===== src/rtl/spi_master.sv =====
// rtl/spi_master.sv - SPI master, CPOL/CPHA selectable, MSB-first frames, divided SCLK
//
// Purpose: initiator side of the core's SPI link. It takes one K_DWIDTH-bit word
// per valid/ready handshake, shifts it out on MOSI while capturing MISO, and then
// presents the captured word with a one-cycle o_rx_event pulse.
//
// Frame sequence: IDLE -> SETUP -> XFER -> HOLD -> GAP -> IDLE.
// Each of SETUP, HOLD and GAP lasts one SCLK half-period. XFER lasts 2*K_DWIDTH
// half-periods. One half-period is (div+1) i_clk cycles.
//
// Optional feature macro: SPI_MASTER_BURST_EN. When it is defined, a new word can
// be accepted in the last cycle of HOLD. That accept chains straight into SETUP
// and keeps o_cs_n low.
//
// Ports:
//   i_clk, i_rst_n      clock, synchronous active-low reset
//   i_data_to_send      word to transmit (sampled at accept)
//   i_valid_data        frame request, accepted when o_ready=1
//   o_ready             master can accept a word
//   o_data_received     last word captured from MISO
//   o_rx_event          one-cycle pulse when o_data_received updates
//   o_busy              frame in progress (CS low or GAP)
//   i_cpol, i_cpha      SPI mode (sampled at accept)
//   i_clk_div           SCLK half-period minus one, in i_clk cycles (sampled at accept)
//   o_spi_clk, o_mosi   serial clock and data out
//   i_miso              serial data in (already synchronous to i_clk)
//   o_cs_n              chip select, active-low

module spi_master #(
  parameter int K_DWIDTH = 16,
  parameter int K_DIVW   = 8
) (
  input  logic                i_clk,
  input  logic                i_rst_n,
  input  logic [K_DWIDTH-1:0] i_data_to_send,
  input  logic                i_valid_data,
  output logic                o_ready,
  output logic [K_DWIDTH-1:0] o_data_received,
  output logic                o_rx_event,
  output logic                o_busy,
  input  logic                i_cpol,
  input  logic                i_cpha,
  input  logic [K_DIVW-1:0]   i_clk_div,
  output logic                o_spi_clk,
  output logic                o_mosi,
  input  logic                i_miso,
  output logic                o_cs_n
);

  localparam logic [2:0] ST_IDLE  = 3'd0;
  localparam logic [2:0] ST_SETUP = 3'd1;
  localparam logic [2:0] ST_XFER  = 3'd2;
  localparam logic [2:0] ST_HOLD  = 3'd3;
  localparam logic [2:0] ST_GAP   = 3'd4;

  localparam int EW = $clog2(2 * K_DWIDTH + 1);
  localparam logic [EW-1:0] LAST_EDGE = EW'(2 * K_DWIDTH - 1);

  logic [2:0]          state_q, state_d;
  logic [K_DIVW-1:0]   cnt_q, cnt_d;
  logic [K_DIVW-1:0]   div_q, div_d;
  logic                cpol_q, cpol_d;
  logic                cpha_q, cpha_d;
  logic [K_DWIDTH-1:0] tx_q, tx_d;
  logic [K_DWIDTH-1:0] rx_q, rx_d;
  logic [EW-1:0]       edge_q, edge_d;
  logic                sclk_q, sclk_d;
  logic                cs_n_q, cs_n_d;
  logic [K_DWIDTH-1:0] rx_data_q, rx_data_d;
  logic                rx_event_q, rx_event_d;
  logic                busy_q, busy_d;

  logic tick;
  logic ready;
  logic accept;
  logic lead_edge;

  assign tick = (cnt_q == div_q);

`ifdef SPI_MASTER_BURST_EN
  assign ready = (state_q == ST_IDLE) || ((state_q == ST_HOLD) && tick);
`else
  assign ready = (state_q == ST_IDLE);
`endif

  assign accept = i_valid_data & ready;

  // edge_q counts completed SCLK edges. When the count is even, the next edge
  // moves SCLK away from the idle level, so it is a leading edge.
  assign lead_edge = ~edge_q[0];

  always_comb begin
    state_d    = state_q;
    cnt_d      = (state_q == ST_IDLE || tick) ? '0 : cnt_q + 1'b1;
    div_d      = div_q;
    cpol_d     = cpol_q;
    cpha_d     = cpha_q;
    tx_d       = tx_q;
    rx_d       = rx_q;
    edge_d     = edge_q;
    sclk_d     = sclk_q;
    cs_n_d     = cs_n_q;
    rx_data_d  = rx_data_q;
    rx_event_d = 1'b0;

    case (state_q)
      ST_IDLE: begin
        sclk_d = i_cpol;
        cs_n_d = 1'b1;
      end
      ST_SETUP: begin
        if (tick) begin
          state_d = ST_XFER;
          edge_d  = '0;
        end
      end
      ST_XFER: begin
        if (tick) begin
          sclk_d = ~sclk_q;
          edge_d = edge_q + 1'b1;
          if (lead_edge ^ cpha_q) begin
            rx_d = {rx_q[K_DWIDTH-2:0], i_miso};
          end else if (edge_q != LAST_EDGE && edge_q != '0) begin
            // Shift edge. Two cases need no shift:
            //   - CPHA=1: the first leading edge, because the MSB is already on MOSI.
            //   - CPHA=0: the final trailing edge.
            tx_d = {tx_q[K_DWIDTH-2:0], 1'b0};
          end
          if (edge_q == LAST_EDGE) begin
            state_d = ST_HOLD;
          end
        end
      end
      ST_HOLD: begin
        if (tick) begin
          cs_n_d     = 1'b1;
          rx_data_d  = rx_q;
          rx_event_d = 1'b1;
          state_d    = ST_GAP;
        end
      end
      ST_GAP: begin
        if (tick) begin
          state_d = ST_IDLE;
          // Pick up the new idle level now. This keeps SCLK from moving on the
          // same edge that CS falls for a back-to-back accept.
          sclk_d  = i_cpol;
        end
      end
      default: begin
        state_d = ST_IDLE;
      end
    endcase

    // An accept overrides the HOLD exit (burst) and the IDLE defaults. The
    // rx_event pulse for a finishing frame is kept.
    if (accept) begin
      state_d = ST_SETUP;
      cnt_d   = '0;
      div_d   = i_clk_div;
      cpol_d  = i_cpol;
      cpha_d  = i_cpha;
      tx_d    = i_data_to_send;
      edge_d  = '0;
      sclk_d  = i_cpol;
      cs_n_d  = 1'b0;
    end

    busy_d = (state_d != ST_IDLE);
  end

  always_ff @(posedge i_clk) begin
    if (!i_rst_n) begin
      state_q    <= ST_IDLE;
      cnt_q      <= '0;
      div_q      <= '0;
      cpol_q     <= 1'b0;
      cpha_q     <= 1'b0;
      tx_q       <= '0;
      rx_q       <= '0;
      edge_q     <= '0;
      sclk_q     <= 1'b0;
      cs_n_q     <= 1'b1;
      rx_data_q  <= '0;
      rx_event_q <= 1'b0;
      busy_q     <= 1'b0;
    end else begin
      state_q    <= state_d;
      cnt_q      <= cnt_d;
      div_q      <= div_d;
      cpol_q     <= cpol_d;
      cpha_q     <= cpha_d;
      tx_q       <= tx_d;
      rx_q       <= rx_d;
      edge_q     <= edge_d;
      sclk_q     <= sclk_d;
      cs_n_q     <= cs_n_d;
      rx_data_q  <= rx_data_d;
      rx_event_q <= rx_event_d;
      busy_q     <= busy_d;
    end
  end

  assign o_ready         = ready;
  assign o_data_received = rx_data_q;
  assign o_rx_event      = rx_event_q;
  assign o_busy          = busy_q;
  assign o_spi_clk       = sclk_q;
  assign o_mosi          = tx_q[K_DWIDTH-1];
  assign o_cs_n          = cs_n_q;

endmodule


===== config.mk =====
export PLATFORM = sky130hd
export DESIGN_NAME = spi_master
export DESIGN_NICKNAME = d
export VERILOG_FILES = /design/src/rtl/spi_master.sv
export SDC_FILE = /design/constraint.sdc
export NUM_CORES = 1
export LEC_CHECK = 0
export BUFFER_PORTS_ARGS = -buffer_cell sky130_fd_sc_hd__buf_2
export CELL_PAD_IN_SITES_DETAIL_PLACEMENT = 0
export CELL_PAD_IN_SITES_GLOBAL_PLACEMENT = 2
export CORE_ASPECT_RATIO = 0.9
export CORE_MARGIN = 4
export CORE_UTILIZATION = 37
export DETAILED_ROUTE_END_ITERATION = 8
export PLACE_DENSITY = 0.91
export SETUP_SLACK_MARGIN = 0.1
export SYNTH_ARGS = -nofsm -noshare
export SYNTH_HDL_FRONTEND = slang
export SYNTH_SLANG_ARGS = --single-unit

===== constraint.sdc =====
create_clock -name i_clk -period 2.8 [get_ports i_clk]
set_clock_uncertainty 0.1 [all_clocks]
set_input_delay 0.28 -clock i_clk [delete_from_list [all_inputs] [get_ports i_clk]]
set_output_delay 0.28 -clock i_clk [all_outputs]
set_load 0.01 [all_outputs]

==> metrics, run 1 <==
Crit path arrival time 2.30 ns; fin crit share 77.48%; Post-Syn Area 3312 µm²; Area Growth Syn to Fin 17.98%; antenna cell count 0; synth unique cells 43; TritonRoute pass-1 iters 4; clock root buffer clkbuf_8; run status complete, no violations; vias in the first global route 2455; Synth Warn # 0; CTS Hold Bufs 0; global-route wire length before repair 11600 µm; CTS resizes 0; final setup violating endpoints 0; max-slew violations 0; Total Routing Usage GR 13.53%; clk sinks 78; row cnt 32; power per cell area 647.8 nW/µm²; R2R depth 6; Slew headroom 51.33%; Critical Path RT 2.93 ns; Critical R2R Launch state_q[1]; Hold Crit Depth 3; post-route ant nets 0; Worst Hold Endpoint div_q[2]; largest net degree at the start of global routing 42; Clock transition at path regs 0.09 ns; core area 8648 µm²; Sw Share 27.80%; Tmin final 2.170 ns; non-filler cells, final 540; actual slew at the worst max-slew pin 0.7244 ns; DRC 0; Die H 97.76 µm; port buffer count 51; synthesized flop and latch total 78; vias 2636; leakage 1.459 nW; initial core utilization 38.30%; worst hold slack 0.06665 ns; Vias/cell 4.881; r2r setup slk 0.63 ns; worst min path class in -> reg; WL final 6885 µm; maximum clock path buffer count 2; kind of critical path reg -> reg; initial antenna violation count 0; CTS tree built; most frequent cells in the layout 78 x dfxtp_1, 61 x nor2_1, 51 x buf_2; Fmax achieved 0.4609 GHz; number of flops mapped to enable cells by yosys 0; Setup crit start kind flop; syn avg cell area 8.975 µm²; nets@finish 449; Worst-Skew Late Latency 0.34 ns; asr flop ratio synth 0%; total grt overflow 0; Critical R2R Capture tx_q[1]; # H-tree levels 3; total CTS buffers 9; part of the power in registers 48.0%; Routed wire per std cell 12.75 µm; final hold viol count 0; maximum VDD drop 0.3368 mV; cell-internal power 1.828 mW; detailed placement HPWL 4761 µm; share of cells above drive strength 1 20.90%; synthesized instance count 369; Placed Cells 524; Die W 107.7 µm; NetSw 0.7037 mW; largest fanout on the critical path 31; Most used DFF post-synth dfxtp_1; RSZ-0062 raised after global routing false; most common cell after layout, fill and taps aside dfxtp_1; sequential area share after synthesis 47.15%; Fin Setup TNS 0 ns; syn_nets 402; worst hold start i_clk_div[2]; number of max-cap violations 0; Initial DRC Count 72; Final Wtd Congestion 0.7596; die area 10530 µm²; setup bufs post-CTS 0; Worst setup EP type flop; Combinational Power Share 14.9%; clock network power share 37.2%; number of I/O pins 52
power by group through the flow:
stage	Combinational [mW]	Clock, mW	Sequential [mW]
after floorplan	0.284	0	1.22
after global placement	0.376	0	1.24
after detailed placement	0.380	0	1.24
after CTS	0.382	0.976	1.21
after global routing	0.424	1.02	1.22
final	0.376	0.941	1.21
state kept, by name, indices dropped and copies added (netlist names):
name	count
state_q	3
tx_q	16
o_spi_clk	1
div_q	8
cpha_q	1
o_rx_event	1
o_data_received	16
rx_q	16
edge_q	6
o_cs_n	1
cnt_q	8
o_busy	1
Yosys cell counts, types with 2 or more instances:
cell type / n / area (µm²)
o21ai_0: 19 / 95.09
buf_2: 4 / 20.02
a21oi_1: 17 / 85.08
nand2b_1: 2 / 12.51
dfxtp_1: 78 / 1562
a211oi_1: 14 / 105.1
buf_6: 2 / 22.52
xnor2_1: 13 / 113.9
nor2_1: 61 / 229.0
and3_1: 2 / 12.51
xor2_1: 4 / 35.03
mux2i_1: 33 / 330.3
nor2b_1: 2 / 12.51
nor4_1: 2 / 12.51
o21a_1: 3 / 22.52
clkbuf_1: 15 / 56.30
nand3_1: 6 / 30.03
ha_1: 3 / 37.54
inv_1: 6 / 22.52
nand2_1: 34 / 127.6
a31o_2: 2 / 17.52
or2_2: 2 / 12.51
nor3_1: 25 / 125.1
worst max path at each step:
stage | to | slack (ns) | cells past startpoint | startpoint
after floorplan | rx_q[10] | 0.93 | 6 | cnt_q[0]
after global placement | tx_q[1] | 0.68 | 6 | state_q[1]
after detailed placement | tx_q[1] | 0.65 | 6 | state_q[1]
after CTS | tx_q[1] | 0.63 | 6 | state_q[1]
after global routing | tx_q[1] | 0.45 | 6 | state_q[1]
final | tx_q[1] | 0.63 | 6 | state_q[1]
metrics by stage:
| step | util, % | area [µm²] | total power, mW | worst slack [ns] |
|---|---|---|---|---|
| after floorplan | - | 3312 | 1.506 | 0.9297 |
| after global placement | 42.55 | 3680 | 1.615 | 0.6795 |
| after detailed placement | 42.55 | 3680 | 1.620 | 0.6452 |
| after CTS | 45.18 | 3908 | 2.573 | 0.6261 |
| after global routing | 45.18 | 3908 | 2.669 | 0.4537 |
| final | 45.18 | 3908 | 2.531 | 0.6304 |
worst max-delay path, cell delays in order, from the launching register on:
cell,delay (ns)
dfxtp_1,0.62
nor3b_2,0.42
nand2b_1,0.15
nor4_4,0.14
buf_4,0.33
nor3b_1,0.23
nor3_1,0.07
layout make-up:
class	instances	area, µm²
inverter	6	22.52
multi-input combinational	262	1632
tap	119	148.9
fill	898	4741
clock inverter	7	103.9
sequential	78	1562
clock buffer	9	123.9
timing repair buffer	59	315.3
kinds of logic (layout without fill, tap and decap cells):
| family | after synthesis | in the layout | synth area share (%) |
|---|---|---|---|
| compound gates | 60 | 60 | 11.11 |
| xor+xnor | 17 | 17 | 4.496 |
| fa+ha+maj | 3 | 3 | 1.133 |
| buf+inv | 29 | 81 | 4.004 |
| flops | 78 | 78 | 47.15 |
| mux | 33 | 33 | 9.974 |
| simple gates | 149 | 149 | 22.14 |
metal layers:
metal / global-route usage [%] / wire [µm] / vias to the layer above / share of wire (%)
li1: - / - / 1373 / -
met1: 18.60 / 3319 / 1218 / 48
met2: 20.55 / 3249 / 40 / 47
met3: 4.362 / 269 / 5 / 3.9
met4: 3.495 / 46 / 0 / 0.67
met5: 0 / 0 / - / 0
Note: power is estimated with default switching activity, not from simulation.
==> inputs of run 2 (changes only) <==
--- a/config.mk
+++ b/config.mk
@@ -5,14 +5,15 @@
 export SDC_FILE = /design/constraint.sdc
 export NUM_CORES = 1
 export LEC_CHECK = 0
+export ABC_AREA = 1
 export BUFFER_PORTS_ARGS = -buffer_cell sky130_fd_sc_hd__buf_2
 export CELL_PAD_IN_SITES_DETAIL_PLACEMENT = 0
 export CELL_PAD_IN_SITES_GLOBAL_PLACEMENT = 2
 export CORE_ASPECT_RATIO = 0.9
 export CORE_MARGIN = 4
-export CORE_UTILIZATION = 37
+export CORE_UTILIZATION = 28
 export DETAILED_ROUTE_END_ITERATION = 8
-export PLACE_DENSITY = 0.91
+export PLACE_DENSITY = 0.81
 export SETUP_SLACK_MARGIN = 0.1
 export SYNTH_ARGS = -nofsm -noshare
 export SYNTH_HDL_FRONTEND = slang
==> constraint.sdc (replaced) <==
create_clock -name i_clk -period 1.79 [get_ports i_clk]
set_clock_uncertainty 0.1 [all_clocks]
set_input_delay 0.179 -clock i_clk [delete_from_list [all_inputs] [get_ports i_clk]]
set_output_delay 0.179 -clock i_clk [all_outputs]
set_load 0.01 [all_outputs]
==> run 2 against run 1 <==
Compared with the run above: largest power group is now clock; sequential share of layout area fell by 9.7 points; highest routed layer unchanged; hold slack got worse by 0.055 ns; power rose by 94%; critical path depth rose by 3; cell area rose by 35%; critical endpoint is now rx_q[3]; maximum frequency rose by 30%; first-iteration DRC count rose to 2.6 times the previous value; worst setup slack got worse by 0.51 ns; flip-flop and latch count did not move; non-clock buffer count rose by 37; critical path type unchanged.
==> metrics, run 2 <==
run status complete, no violations (unchanged); synth unique cells 34 (was 43); detailed placement HPWL 6327 µm (was 4761 µm); slowest stage delay, CP 0.36 ns (was 0.62 ns); Hold Crit Depth 3 (unchanged); syn avg cell area 6.864 µm² (was 8.975 µm²); synth cell count leaders 188 x nand2_1, 78 x dfxtp_1, 52 x nor2_1, 48 x inv_1, 40 x a21oi_1 (was 78 x dfxtp_1, 61 x nor2_1, 34 x nand2_1, 33 x mux2i_1, 25 x nor3_1); die area 15070 µm² (was 10530 µm²); vias in the first global route 3447 (was 2455); Fmax achieved 0.5985 GHz (was 0.4609 GHz); row cnt 39 (was 32); count leader, synth nand2_1 (was dfxtp_1); port buffer count 51 (unchanged); worst hold slack 0.01122 ns (was 0.06665 ns); CTS tree built (unchanged); Post-Syn Area 3686 µm² (was 3312 µm²); worst min path class in -> reg (unchanged); initial core utilization 28.83% (was 38.30%); RSZ-0062 raised after global routing true (was false); Post-Place Cell Area 4209 µm² (was 3680 µm²); sequential area share after synthesis 42.36% (was 47.15%); maximum clock path buffer count 2 (unchanged); Worst Hold Endpoint div_q[3] (was div_q[2]); Area Growth Syn to Fin 42.63% (was 17.98%); TritonRoute pass-1 iters 4 (unchanged); CP max-delay cell dfxtp_4 (was dfxtp_1); Yosys top cell area share 42.36% (was 47.15%); Die W 128.9 µm (was 107.7 µm); r2r setup slk 0.12 ns (was 0.63 ns); # H-tree levels 3 (unchanged); maximum VDD drop 0.4271 mV (was 0.3368 mV); core area 12780 µm² (was 8648 µm²); Synth Warn # 0 (unchanged); post-route ant nets 0 (unchanged); Yosys top cell by area dfxtp_1 (unchanged); ranking of synthesized cells by area dfxtp_1 42%, nand2_1 19%, a21oi_1 5.4%, nor2_1 5.3%, inv_1 4.9% (was dfxtp_1 47%, mux2i_1 10%, nor2_1 6.9%, nand2_1 3.9%, nor3_1 3.8%); synthesized instance count 537 (was 369); clock root buffer clkbuf_16 (was clkbuf_8); Worst setup startpoint cnt_q[6] (was state_q[1]); Total Routing Usage GR 12.94% (was 13.53%); Critical Path RT 1.89 ns (was 2.93 ns); asr flop ratio synth 0% (unchanged); largest net degree at the start of global routing 35 (was 42); most common cell after layout, fill and taps aside nand2_1 (was dfxtp_1); post-layout util 41.12% (was 45.18%); final hold viol count 0 (unchanged); total CTS buffers 9 (unchanged); max-slew violations 0 (unchanged); Critical R2R Launch cnt_q[6] (was state_q[1]); register area 1592 µm² (was 1562 µm²); synthesized flop and latch total 78 (unchanged); Multi-input gate area 2079 µm² (was 1632 µm²); syn_nets 570 (was 402); number of max-cap violations 0 (unchanged); Most used DFF post-synth dfxtp_1 (unchanged); Tmin final 1.671 ns (was 2.170 ns); crit-path cells xnor2_2, nand2_2, nor2_4, nand2_4, nor2_4, buf_6, nand2_8, nand2_2, a21oi_2 (was nor3b_2, nand2b_1, nor4_4, buf_4, nor3b_1, nor3_1); most frequent cells in the layout 165 x nand2_1, 64 x dfxtp_1, 51 x buf_2 (was 78 x dfxtp_1, 61 x nor2_1, 51 x buf_2); Routed wire per std cell 12.55 µm (was 12.75 µm); Vias/cell 4.515 (was 4.881); total grt overflow 0 (unchanged); DRC 0 (unchanged); Crit path arrival time 1.78 ns (was 2.30 ns); clk sinks 78 (unchanged); R2R depth 9 (was 6); final setup violating endpoints 0 (unchanged); Slew headroom 66.00% (was 51.33%); number of flops mapped to enable cells by yosys 0 (unchanged); antenna cell count 0 (unchanged); Initial DRC Count 189 (was 72); fin crit share 93.34% (was 77.48%); Worst-Skew Late Latency 0.34 ns (about the same); Final Instance Area 5258 µm² (was 3908 µm²); fillcell total 1322 (was 898); power per cell area 935.0 nW/µm² (was 647.8 nW/µm²); leakage 2.278 nW (was 1.459 nW); actual slew at the worst max-slew pin 0.5100 ns (was 0.7244 ns); kind of critical path reg -> reg (unchanged); Setup crit start kind flop (unchanged); Final Wtd Congestion 0.7492 (was 0.7596); largest fanout on the critical path 8 (was 31); Critical R2R Capture rx_q[3] (was tx_q[1]); Worst setup EP type flop (unchanged); vias 3585 (was 2636); Clock transition at path regs 0.06 ns (was 0.09 ns); nets@finish 658 (was 449); number of I/O pins 52 (unchanged); Die H 116.9 µm (was 97.76 µm); worst hold start i_clk_div[3] (was i_clk_div[2]); global-route wire length before repair 15730 µm (was 11600 µm); WL final 9968 µm (was 6885 µm); share of cells above drive strength 1 35.71% (was 20.90%); initial antenna violation count 0 (unchanged)
-- run 2: cell types whose count changed in the layout (fill, tap and decap cells not counted), sizes merged, moves of 12 or more --
cell and delta:
mux2i -33, nand4 +13, nand3 +22, a211oi -15, a21oi +33, nor3 -22, xnor2 -12, nand2 +162
buf +30, inv +51
-- run 2: final cells by class --
type | count | share of cell area (%)
inverter | 61 | 4.545
clock buffer | 10 | 4.545
tap | 164 | 3.903
clock inverter | 6 | 2.523
sequential | 78 | 30.27
multi-input combinational | 379 | 39.55
timing repair buffer | 96 | 14.66
-- run 2: where the power goes --
group / switching, mW / internal (mW) / leakage [nW]
registers: 0.0496 / 1.81 / 0.644
logic: 0.462 / 0.330 / 1.46
clock network: 0.728 / 1.54 / 0.179
total: 1.24 / 3.68 / 2.28
-- run 2: what timing repair did --
item | CTS | global route
hold endpoints to repair | 2 | 1
hold buffers | 2 | 1
resized for setup | 21 | 88
setup endpoints to repair | 56 | 65
cloned | 1 | 6
pin swaps | 7 | 39
buffers inserted | 9 | 9
-- run 2: worst max-delay path by stage --
stage | to | slack, ns | cells after the start
finish | rx_q[3] | 0.12 | 9
global placement | rx_q[1] | -0.07 | 9
floorplan | tx_q[10] | 0.22 | 11
global route | rx_q[10] | 0.02 | 8
CTS | tx_q[10] | 0.09 | 11
detailed placement | tx_q[10] | -0.1 | 9
-- run 2: critical path: cells and delay by family, from the launching register on --
family / cells / cell delay (ns)
buffers and inverters: 1 / 0.17
DFF: 1 / 0.36
AOI/OAI and AO/OA: 1 / 0.05
xor gates and xnor gates: 1 / 0.17
and+or+nand+nor: 6 / 0.66
-- run 2: metrics by stage --
stage / cells / total power [mW] / TNS [ns] / setup WS, ns
2_1_floorplan: 537 / 2.307 / 0 / 0.2152
3_3_place_gp: 750 / 2.503 / -1.645 / -0.07107
3_5_place_dp: 750 / 2.510 / -2.501 / -0.09639
4_1_cts: 778 / 4.864 / 0 / 0.08816
5_1_grt: 794 / 5.160 / 0 / 0.01946
6_report: 794 / 4.916 / 0 / 0.1193
-- run 2: logic make-up (layout without fill, tap and decap cells) --
family	Yosys count	after routing	synth area share (%)
simple gates	304	306	36.12
xor+xnor	4	4	0.9506
fa+ha+maj	3	3	1.018
flops	78	78	42.36
buf+inv	82	173	9.436
compound gates	66	66	10.12
-- run 2: metal layers --
metal	wire length (µm)	global-route usage [%]
met2	4667	22.06
met1	4819	15.85
met5	0	0
met3	402	4.401
met4	78	3.079
==> inputs of run 3 (changes only) <==
--- a/config.mk
+++ b/config.mk
@@ -12,8 +12,9 @@
 export CORE_ASPECT_RATIO = 0.9
 export CORE_MARGIN = 4
 export CORE_UTILIZATION = 28
+export CTS_CLUSTER_DIAMETER = 80
 export DETAILED_ROUTE_END_ITERATION = 8
-export PLACE_DENSITY = 0.81
+export PLACE_DENSITY = 0.82
 export SETUP_SLACK_MARGIN = 0.1
 export SYNTH_ARGS = -nofsm -noshare
 export SYNTH_HDL_FRONTEND = slang
==> run 3 against run 2 <==
Compared with the run above: via count is 1.5% lower; global-route usage is 0.17 points lower; cell area is 2.1% lower; maximum frequency is 0.45% lower; utilization is 0.88 points lower; non-clock buffer count is 4 lower; critical path depth is 3 higher; largest power group unchanged; highest routed layer unchanged.
==> metrics, run 3 (synthesis results as in run 2) <==
Worst setup EP type flop (unchanged); Die W 128.9 µm (unchanged); initial core utilization 28.83% (unchanged); CTS tree built (unchanged); worst min path class in -> reg (unchanged); Setup crit start kind flop (unchanged); port buffer count 51 (unchanged); number of max-cap violations 0 (unchanged); number of I/O pins 52 (unchanged); # H-tree levels 3 (unchanged); leakage 2.246 nW (was 2.278 nW); total grt overflow 0 (unchanged); R2R depth 12 (was 9); die area 15070 µm² (unchanged); Die H 116.9 µm (unchanged); maximum clock path buffer count 2 (unchanged); maximum VDD drop 0.3851 mV (was 0.4271 mV); Critical Path RT 1.89 ns (about the same); final setup violating endpoints 0 (unchanged); Clock transition at path regs 0.06 ns (about the same); largest net degree at the start of global routing 35 (unchanged); Routed wire per std cell 12.32 µm (was 12.55 µm); Worst-Skew Late Latency 0.34 ns (about the same); power per cell area 915.0 nW/µm² (was 935.0 nW/µm²); CP Capture Point rx_q[11] (was rx_q[3]); most frequent cells in the layout 169 x nand2_1, 59 x dfxtp_1, 51 x buf_2 (was 165 x nand2_1, 64 x dfxtp_1, 51 x buf_2); fin worst setup slack 0.1117 ns (was 0.1193 ns); Fmax achieved 0.5959 GHz (was 0.5985 GHz); WL final 9723 µm (was 9968 µm); vias 3530 (was 3585); TritonRoute pass-1 iters 4 (unchanged); total CTS buffers 9 (unchanged); final hold viol count 0 (unchanged); core area 12780 µm² (unchanged); RSZ-0062 raised after global routing true (unchanged); Crit path arrival time 1.78 ns (about the same); share of cells above drive strength 1 35.52% (was 35.71%); global-route wire length before repair 15410 µm (was 15730 µm); vias in the first global route 3261 (was 3447); antenna cell count 0 (unchanged); Fin Setup TNS 0 ns (unchanged); Initial DRC Count 201 (was 189); Vias/cell 4.474 (was 4.515); DRC 0 (unchanged); Area Growth Syn to Fin 39.58% (was 42.63%); initial antenna violation count 0 (unchanged); largest fanout on the critical path 8 (unchanged); actual slew at the worst max-slew pin 0.4858 ns (was 0.5100 ns); kind of critical path reg -> reg (unchanged); r2r setup slk 0.11 ns (was 0.12 ns); max-slew violations 0 (unchanged); nets@finish 654 (was 658); clk sinks 78 (unchanged); Slew headroom 67.62% (was 66.00%); Total Routing Usage GR 12.77% (was 12.94%); Critical R2R Capture rx_q[11] (was rx_q[3]); Final Wtd Congestion 0.7709 (was 0.7492); row cnt 39 (unchanged); fin crit share 93.76% (was 93.34%); clock root buffer clkbuf_16 (unchanged); Tmin final 1.678 ns (was 1.671 ns); detailed placement HPWL 6435 µm (was 6327 µm); post-route ant nets 0 (unchanged); most common cell after layout, fill and taps aside nand2_1 (unchanged); Critical R2R Launch cnt_q[3] (was cnt_q[6]); Worst setup startpoint cnt_q[3] (was cnt_q[6]); Placement Setup Slack -0.08815 ns (was -0.09639 ns); run status complete, no violations (unchanged)
==> run 3: through the flow <==
stage                     total power, mW  utilization, %  cells  hold WS, ns  area [µm²]
after floorplan                     2.307               -    537       0.2139        3686
after global placement              2.510           33.16    754       0.3270        4239
after detailed placement            2.520           33.16    754       0.3303        4239
after CTS                           4.666           37.41    781     0.005750        4783
after global routing                4.924           40.24    789     0.009563        5145
final                               4.707           40.24    789     0.008533        5145
==> run 3: how the worst min path moves through the flow <==
stage,from,to,slack [ns],cells after the start
floorplan,i_cpha,cpha_q,0.21,2
global placement,i_cpha,cpha_q,0.33,3
detailed placement,i_cpha,cpha_q,0.33,3
CTS,i_data_to_send[0],tx_q[0],0.006,3
global route,i_data_to_send[0],tx_q[0],0.01,3
finish,i_data_to_send[0],tx_q[0],0.009,3
==> run 3: what timing repair did <==
item                                   in CTS  in global routing
gates resized for setup                    25                 92
setup endpoints to repair                  39                 62
buffers inserted                            9                  7
pin swaps                                   5                 49
hold buffers                                1                  0
cloned                                      2                  2
endpoints found under the hold margin       1                  0
==> run 3: metal layers <==
layer	GRT usage (%)	vias to the layer above	wire, µm
met4	4.409	0	136
met1	16.63	1613	4653
li1	-	1862	-
met5	0	-	0
met2	20.61	43	4524
met3	3.358	12	409
==> run 3: where the power goes <==
group / internal (mW) / switching (mW) / total [mW] / leakage [nW]
Sequential: 1.81 / 0.0557 / 1.86 / 0.646
Combinational: 0.311 / 0.458 / 0.769 / 1.44
Clock: 1.35 / 0.721 / 2.07 / 0.161
==> run 3: worst max-delay path: stages, from the launching register on <==
cell	delay, ns
dfxtp_2	0.36
inv_2	0.06
nand2_2	0.05
nand2_2	0.06
inv_2	0.05
nand2_2	0.05
nor2_4	0.14
nand2_4	0.09
nor2_4	0.18
buf_4	0.15
nand2_4	0.08
nand2_1	0.10
a21oi_2	0.06
==> run 3: cell type report <==
class | count | area [µm²]
Multi-Input combinational cell | 379 | 2081
Fill cell | 1344 | 7640
Inverter | 61 | 239.0
Clock inverter | 6 | 111.4
Timing Repair Buffer | 92 | 683.2
Sequential cell | 78 | 1600
Clock buffer | 9 | 225.2
Tap cell | 164 | 205.2
